===== src/rtl/pie_rx_decoder.sv =====
// Tag-side PIE receiver: recovers delimiter/data-0/RTcal/TRcal, decodes data bits MSB-first
// into bytes and checks CRC-5 and CRC-16 residues at frame end.
module pie_rx_decoder #(
    parameter logic [15:0] DELIM_MIN = 16'd40,
    parameter logic [15:0] DELIM_MAX = 16'd160,
    parameter logic [15:0] MAX_CAL   = 16'd4095
) (
    input  logic        clk,
    input  logic        reset,
    input  logic        rx,
    output logic [7:0]  dbus_out,
    output logic        byte_valid,
    output logic        frame_start,
    output logic        frame_end,
    output logic        frame_err,
    output logic [15:0] frame_bits,
    output logic        query_preamble,
    output logic [15:0] rtcal_cnt,
    output logic [15:0] trcal_cnt,
    output logic        crc5_ok,
    output logic        crc16_ok
);

    typedef enum logic [2:0] {
        S_IDLE, S_DELIM, S_TARI0, S_RTCAL, S_CAL, S_DATA, S_ERROR
    } state_t;

    state_t      r_state, w_next;
    logic        r_sync1, r_sync2, r_prev;
    logic        w_rise, w_fall;
    logic [15:0] r_per, r_low, r_hi, r_p0;
    logic [7:0]  r_byte;
    logic [2:0]  r_bitcnt;
    logic [4:0]  r_crc5;
    logic [15:0] r_crc16;

    logic        w_start, w_err, w_end, w_bit_en, w_bit, w_trcal, w_rtcal_ld, w_p0_ld;
    logic        w_fb5, w_fb16;
    logic [7:0]  w_part;

    assign w_rise = r_sync2 & ~r_prev;
    assign w_fall = ~r_sync2 & r_prev;

    // Synchronizer presets to idle-high so reset release never creates a false edge.
    always_ff @(posedge clk or negedge reset) begin
        if (!reset) begin
            r_sync1 <= 1'b1;
            r_sync2 <= 1'b1;
            r_prev  <= 1'b1;
            r_per   <= '0;
            r_low   <= '0;
            r_hi    <= '0;
        end else begin
            r_sync1 <= rx;
            r_sync2 <= r_sync1;
            r_prev  <= r_sync2;
            if (w_rise)                 r_per <= 16'd1;
            else if (r_per != 16'hFFFF) r_per <= r_per + 16'd1;
            if (w_fall)                                r_low <= 16'd1;
            else if (!r_sync2 && r_low != 16'hFFFF)    r_low <= r_low + 16'd1;
            if (!r_sync2)               r_hi <= '0;
            else if (r_hi != 16'hFFFF)  r_hi <= r_hi + 16'd1;
        end
    end

    always_ff @(posedge clk or negedge reset) begin
        if (!reset) r_state <= S_IDLE;
        else        r_state <= w_next;
    end

    always_comb begin
        w_next = r_state;
        case (r_state)
            S_IDLE:  if (w_fall) w_next = S_DELIM;
            S_DELIM: begin
                if (w_rise)
                    w_next = (r_low >= DELIM_MIN && r_low <= DELIM_MAX) ? S_TARI0 : S_ERROR;
                else if (r_low >= DELIM_MAX)
                    w_next = S_ERROR;
            end
            S_TARI0: begin
                if (r_per >= MAX_CAL) w_next = S_ERROR;
                else if (w_rise)      w_next = S_RTCAL;
            end
            S_RTCAL: begin
                if (w_rise)
                    w_next = (r_per > r_p0 && r_per < MAX_CAL) ? S_CAL : S_ERROR;
                else if (r_per >= MAX_CAL)
                    w_next = S_ERROR;
            end
            S_CAL: begin
                if (w_rise)                                    w_next = S_DATA;
                else if ({2'b00, r_per} >= {rtcal_cnt, 2'b00}) w_next = S_ERROR;
            end
            S_DATA: begin
                if (!w_rise && r_per == rtcal_cnt) w_next = r_sync2 ? S_IDLE : S_ERROR;
            end
            S_ERROR: if (r_hi >= DELIM_MAX) w_next = S_IDLE;
            default: w_next = S_IDLE;
        endcase
    end

    always_comb begin
        w_start    = (r_state == S_DELIM) && (w_next == S_TARI0);
        w_err      = (r_state != S_ERROR) && (w_next == S_ERROR);
        w_end      = (r_state == S_DATA) && !w_rise && (r_per == rtcal_cnt) && r_sync2;
        w_p0_ld    = (r_state == S_TARI0) && w_rise;
        w_rtcal_ld = (r_state == S_RTCAL) && (w_next == S_CAL);
        w_trcal    = (r_state == S_CAL) && w_rise && (r_per > rtcal_cnt);
        w_bit_en   = w_rise && ((r_state == S_DATA) || ((r_state == S_CAL) && (r_per <= rtcal_cnt)));
        w_bit      = (r_per >= {1'b0, rtcal_cnt[15:1]});
        w_fb5      = w_bit ^ r_crc5[4];
        w_fb16     = w_bit ^ r_crc16[15];
        w_part     = r_byte << (4'd8 - {1'b0, r_bitcnt});
    end

    always_ff @(posedge clk or negedge reset) begin
        if (!reset) begin
            dbus_out       <= '0;
            byte_valid     <= 1'b0;
            frame_start    <= 1'b0;
            frame_end      <= 1'b0;
            frame_err      <= 1'b0;
            frame_bits     <= '0;
            query_preamble <= 1'b0;
            rtcal_cnt      <= '0;
            trcal_cnt      <= '0;
            crc5_ok        <= 1'b0;
            crc16_ok       <= 1'b0;
            r_p0           <= '0;
            r_byte         <= '0;
            r_bitcnt       <= '0;
            r_crc5         <= '0;
            r_crc16        <= '0;
        end else begin
            byte_valid  <= 1'b0;
            frame_start <= w_start;
            frame_end   <= w_end;
            frame_err   <= w_err;
            if (w_start) begin
                frame_bits     <= '0;
                trcal_cnt      <= '0;
                query_preamble <= 1'b0;
                crc5_ok        <= 1'b0;
                crc16_ok       <= 1'b0;
                r_crc5         <= 5'b01001;
                r_crc16        <= 16'hFFFF;
                r_byte         <= '0;
                r_bitcnt       <= '0;
            end
            if (w_p0_ld)    r_p0      <= r_per;
            if (w_rtcal_ld) rtcal_cnt <= r_per;
            if (w_trcal) begin
                trcal_cnt      <= r_per;
                query_preamble <= 1'b1;
            end
            if (w_bit_en) begin
                r_byte   <= {r_byte[6:0], w_bit};
                r_bitcnt <= r_bitcnt + 3'd1;
                if (frame_bits != 16'hFFFF) frame_bits <= frame_bits + 16'd1;
                r_crc5   <= {r_crc5[3:0], 1'b0} ^ (w_fb5 ? 5'b01001 : 5'b00000);
                r_crc16  <= {r_crc16[14:0], 1'b0} ^ (w_fb16 ? 16'h1021 : 16'h0000);
                if (r_bitcnt == 3'd7) begin
                    dbus_out   <= {r_byte[6:0], w_bit};
                    byte_valid <= 1'b1;
                end
            end
            if (w_end) begin
                if (r_bitcnt != 3'd0) begin
                    dbus_out   <= w_part;
                    byte_valid <= 1'b1;
                end
                r_bitcnt <= '0;
                crc5_ok  <= (r_crc5 == 5'b00000);
                crc16_ok <= (r_crc16 == 16'h1D0F);
            end
            if (w_err) begin
                r_byte   <= '0;
                r_bitcnt <= '0;
                crc5_ok  <= 1'b0;
                crc16_ok <= 1'b0;
            end
        end
    end

endmodule


===== config.mk =====
export PLATFORM = sky130hd
export DESIGN_NAME = pie_rx_decoder
export DESIGN_NICKNAME = d
export VERILOG_FILES = /design/src/rtl/pie_rx_decoder.sv
export SDC_FILE = /design/constraint.sdc
export NUM_CORES = 1
export LEC_CHECK = 0
export BUFFER_PORTS_ARGS = -buffer_cell sky130_fd_sc_hd__buf_4
export CORE_AREA = 2 2 94 163
export CTS_CLUSTER_DIAMETER = 40
export CTS_CLUSTER_SIZE = 14
export DETAILED_ROUTE_END_ITERATION = 8
export DIE_AREA = 0 0 96 165
export GPL_TIMING_DRIVEN = 1
export PLACE_DENSITY = 0.82
export SLEW_MARGIN = 20
export SYNTH_ARGS = -nofsm -noshare
export SYNTH_HDL_FRONTEND = slang
export SYNTH_SLANG_ARGS = --single-unit

===== constraint.sdc =====
create_clock -name clk -period 7.1 [get_ports clk]
set_clock_uncertainty 0.1 [all_clocks]
set_input_delay 1.065 -clock clk [delete_from_list [all_inputs] [get_ports clk]]
set_output_delay 1.065 -clock clk [all_outputs]
set_load 0.1 [all_outputs]

==> impl_metrics.json <==
{
  "status": "finished clean",
  "avgSynthCellArea_sq_um": 9.40,
  "dieArea_sq_um": 15800,
  "rows": 58,
  "synth_flop_cell": "dfrtp_1",
  "finalWeightedCongestion": 0.982,
  "period_share": 0.478,
  "route.detailed.wl_per_inst_microns": 18.1,
  "path_cells": "ha_1 > nand4_1 > nor4_2 > nand4_1 > nor2_1 > nand2_1 > o22ai_1",
  "worstPathArrival_ns": 3.65,
  "num-nets-final": 1123,
  "antenna_left": 0,
  "synth_top_cells_by_area": "dfrtp_1 (43%), ha_1 (9.6%), nand2_1 (5.6%)",
  "hold_depth": 0,
  "start_util": 0.651,
  "grt_overflow": 0,
  "ctsResizeCount": 0,
  "fin_setup_tns_ns": 0,
  "multi_input_area_sq_um": 4900,
  "syn_nets": 1075,
  "path_clk_slew_ns": 0.08,
  "cts_buffers": 17,
  "slowest_stage": "nor2_1",
  "cts_setup_buffers": 0,
  "startpoint_type": "register",
  "drtPass1Iterations": 5,
  "crit_path_end_kind": "register",
  "fp.dieH_microns": 165,
  "max_stage_delay_ns": 0.62,
  "wirelength_microns": 22400,
  "path_class": "register to register",
  "portBuffers": 65,
  "worstHoldPathType": "register to register",
  "p_leak_uw": 0.00509,
  "relSlewSlack": 0.383,
  "clkLatencyLatePin_ns": 0.43,
  "syn2layout_area_growth_pct": 13.1,
  "grt_pass1_vias": 7685,
  "cts_root_buffer": "clkbuf_16",
  "grtUsageTotal": 0.298,
  "netlist_area_sq_um": 9400,
  "netlist.area_leader.share": 0.431,
  "htreeDepth": 4,
  "synthCells": 1000,
  "grt_pass1_wl_microns": 37000,
  "regArea_sq_um": 4130,
  "min_period_ns": 3.40,
  "fillers": 1019,
  "finalHoldViolations": 0,
  "crit_buf_inv": 0,
  "vias": 7690,
  "critical_path.top_delay_family": "simple AND/OR/NAND/NOR gates",
  "cpMostUsedCell": "nand4_1",
  "grt_antenna_before_repair": 0,
  "maxCapViolCount": 0,
  "power_density_nw_per_um2": 315,
  "synth_edf_count": 0,
  "synth_top_cell_by_area": "dfrtp_1",
  "seq_area_frac_synth": 0.440,
  "rsz0062_at_grt": "false",
  "setup_viol": 0,
  "tightest_slew_ns": 0.926,
  "drive_gt1_frac": 0.150,
  "cts_sinks": 165,
  "synth_common_cells": "dfrtp_1 (162), nand2_1 (139), nor2_1 (81)",
  "post-dp-hpwl_microns": 15800,
  "grt_max_degree": 103,
  "antenna_cells": 0,
  "dpl-instance-area_sq_um": 9990,
  "async_reset_ff_frac": 1.00,
  "ys.warnings.count": 0,
  "cp_num_cells": 7,
  "drt-initial-drc-count": 403,
  "reg2reg_depth": 7,
  "clock_path_buffers": 2,
  "drc": 0,
  "viasPerCell": 6.20,
  "ys_ff_latch": 165,
  "final_cell_area_sq_um": 10600,
  "cp_max_fo": 11,
  "hold_buffers": 0,
  "core_area_sq_um": 14400,
  "synth_cell_type_count": 77,
  "synth_most_common_cell": "dfrtp_1",
  "vdd_drop_max_mv": 0.220,
  "slew_viol_final": 0,
  "dieWidth_microns": 96,
  "max_freq_mhz": 295,
  "pin_count": 66,
  "crit_required_ns": 7.35,
  "cts_tree": "done"
}
-- through the flow --
step	hold slack, ns	util	setup WS, ns	std cells	power [uW]
after floorplan	0.245	-	3.76	1000	2050
after global placement	0.259	0.692	3.89	1209	2320
after detailed placement	0.257	0.692	3.82	1209	2350
after CTS	0.269	0.736	3.73	1241	3340
after global routing	0.269	0.736	3.49	1241	3500
final	0.267	0.736	3.70	1241	3350
-- routing by layer --
metal | GRT usage | wire (microns) | up-vias | part of all wire
li1 | - | - | 3622 | -
met4 | 0.157 | 977 | 0 | 0.044
met3 | 0.0465 | 799 | 91 | 0.036
met5 | 0 | 0 | - | 0
met1 | 0.364 | 8960 | 3758 | 0.40
met2 | 0.499 | 11700 | 219 | 0.52
-- power by group --
part	internal [uW]	leakage, uW	total (uW)	switching, uW
Clock	544	0.000309	987	443
Sequential	1060	0.00223	1220	153
Combinational	372	0.00255	1140	771
-- layout by cell type, fill, tap and decap left out, types with 22 or more instances in the layout --
master,n
a21oi_1,41
buf_4,70
dfrtp_1,162
ha_1,72
inv_1,50
nand2_1,139
nand3_1,46
nand4_1,22
nor2_1,81
nor3_1,23
o21ai_0,74
xor2_1,27
-- sequential cells by signal, summed over array words and instances, names as in the netlist, 3 cells and up --
register / cells
r_hi: 16
r_p0: 16
r_bitcnt: 3
r_state: 3
trcal_cnt: 16
dbus_out: 8
r_byte: 8
r_per: 16
frame_bits: 16
rtcal_cnt: 16
r_low: 16
r_crc16: 16
r_crc5: 5
-- worst paths after layout --
check                           startpoint             to  slack, ns
max in group asynchronous            reset        r_hi[7]       4.86
worst max-delay path              r_per[5]    dbus_out[2]       3.70
worst min-delay path               r_sync1        r_sync2       0.27
worst max register to register    r_per[5]    dbus_out[2]       3.70
worst min register to register     r_sync1        r_sync2       0.27
min in group asynchronous            reset  frame_bits[7]       0.63
-- worst register-to-register path: cells and delay by family, from the launching register on --
kind	cells	cell delay, ns
AO/OA/AOI/OAI	1	0.20
AND/OR/NAND/NOR	5	2.07
flip-flops	1	0.55
adder cells (fa/ha/maj)	1	0.41
-- cell families (layout without fill, tap and decap cells) --
family	count (synthesis)	count (layout)	share of synthesized area
simple gates	403	403	0.211
xor+xnor	44	44	0.0410
buf+inv	95	156	0.0419
flops	165	165	0.440
compound gates	181	181	0.122
fa+ha+maj	72	72	0.0958
mux	40	40	0.0482
-- layout make-up --
| class | instances | area share |
|---|---|---|
| flip-flops and latches | 165 | 0.389 |
| repair buffers | 71 | 0.0505 |
| multi-input cells | 740 | 0.461 |
| clock buffers | 17 | 0.0400 |
| well taps | 180 | 0.0212 |
| clock inverters | 15 | 0.0199 |
| inverters | 53 | 0.0187 |
Power figures use the tool's default switching activity.
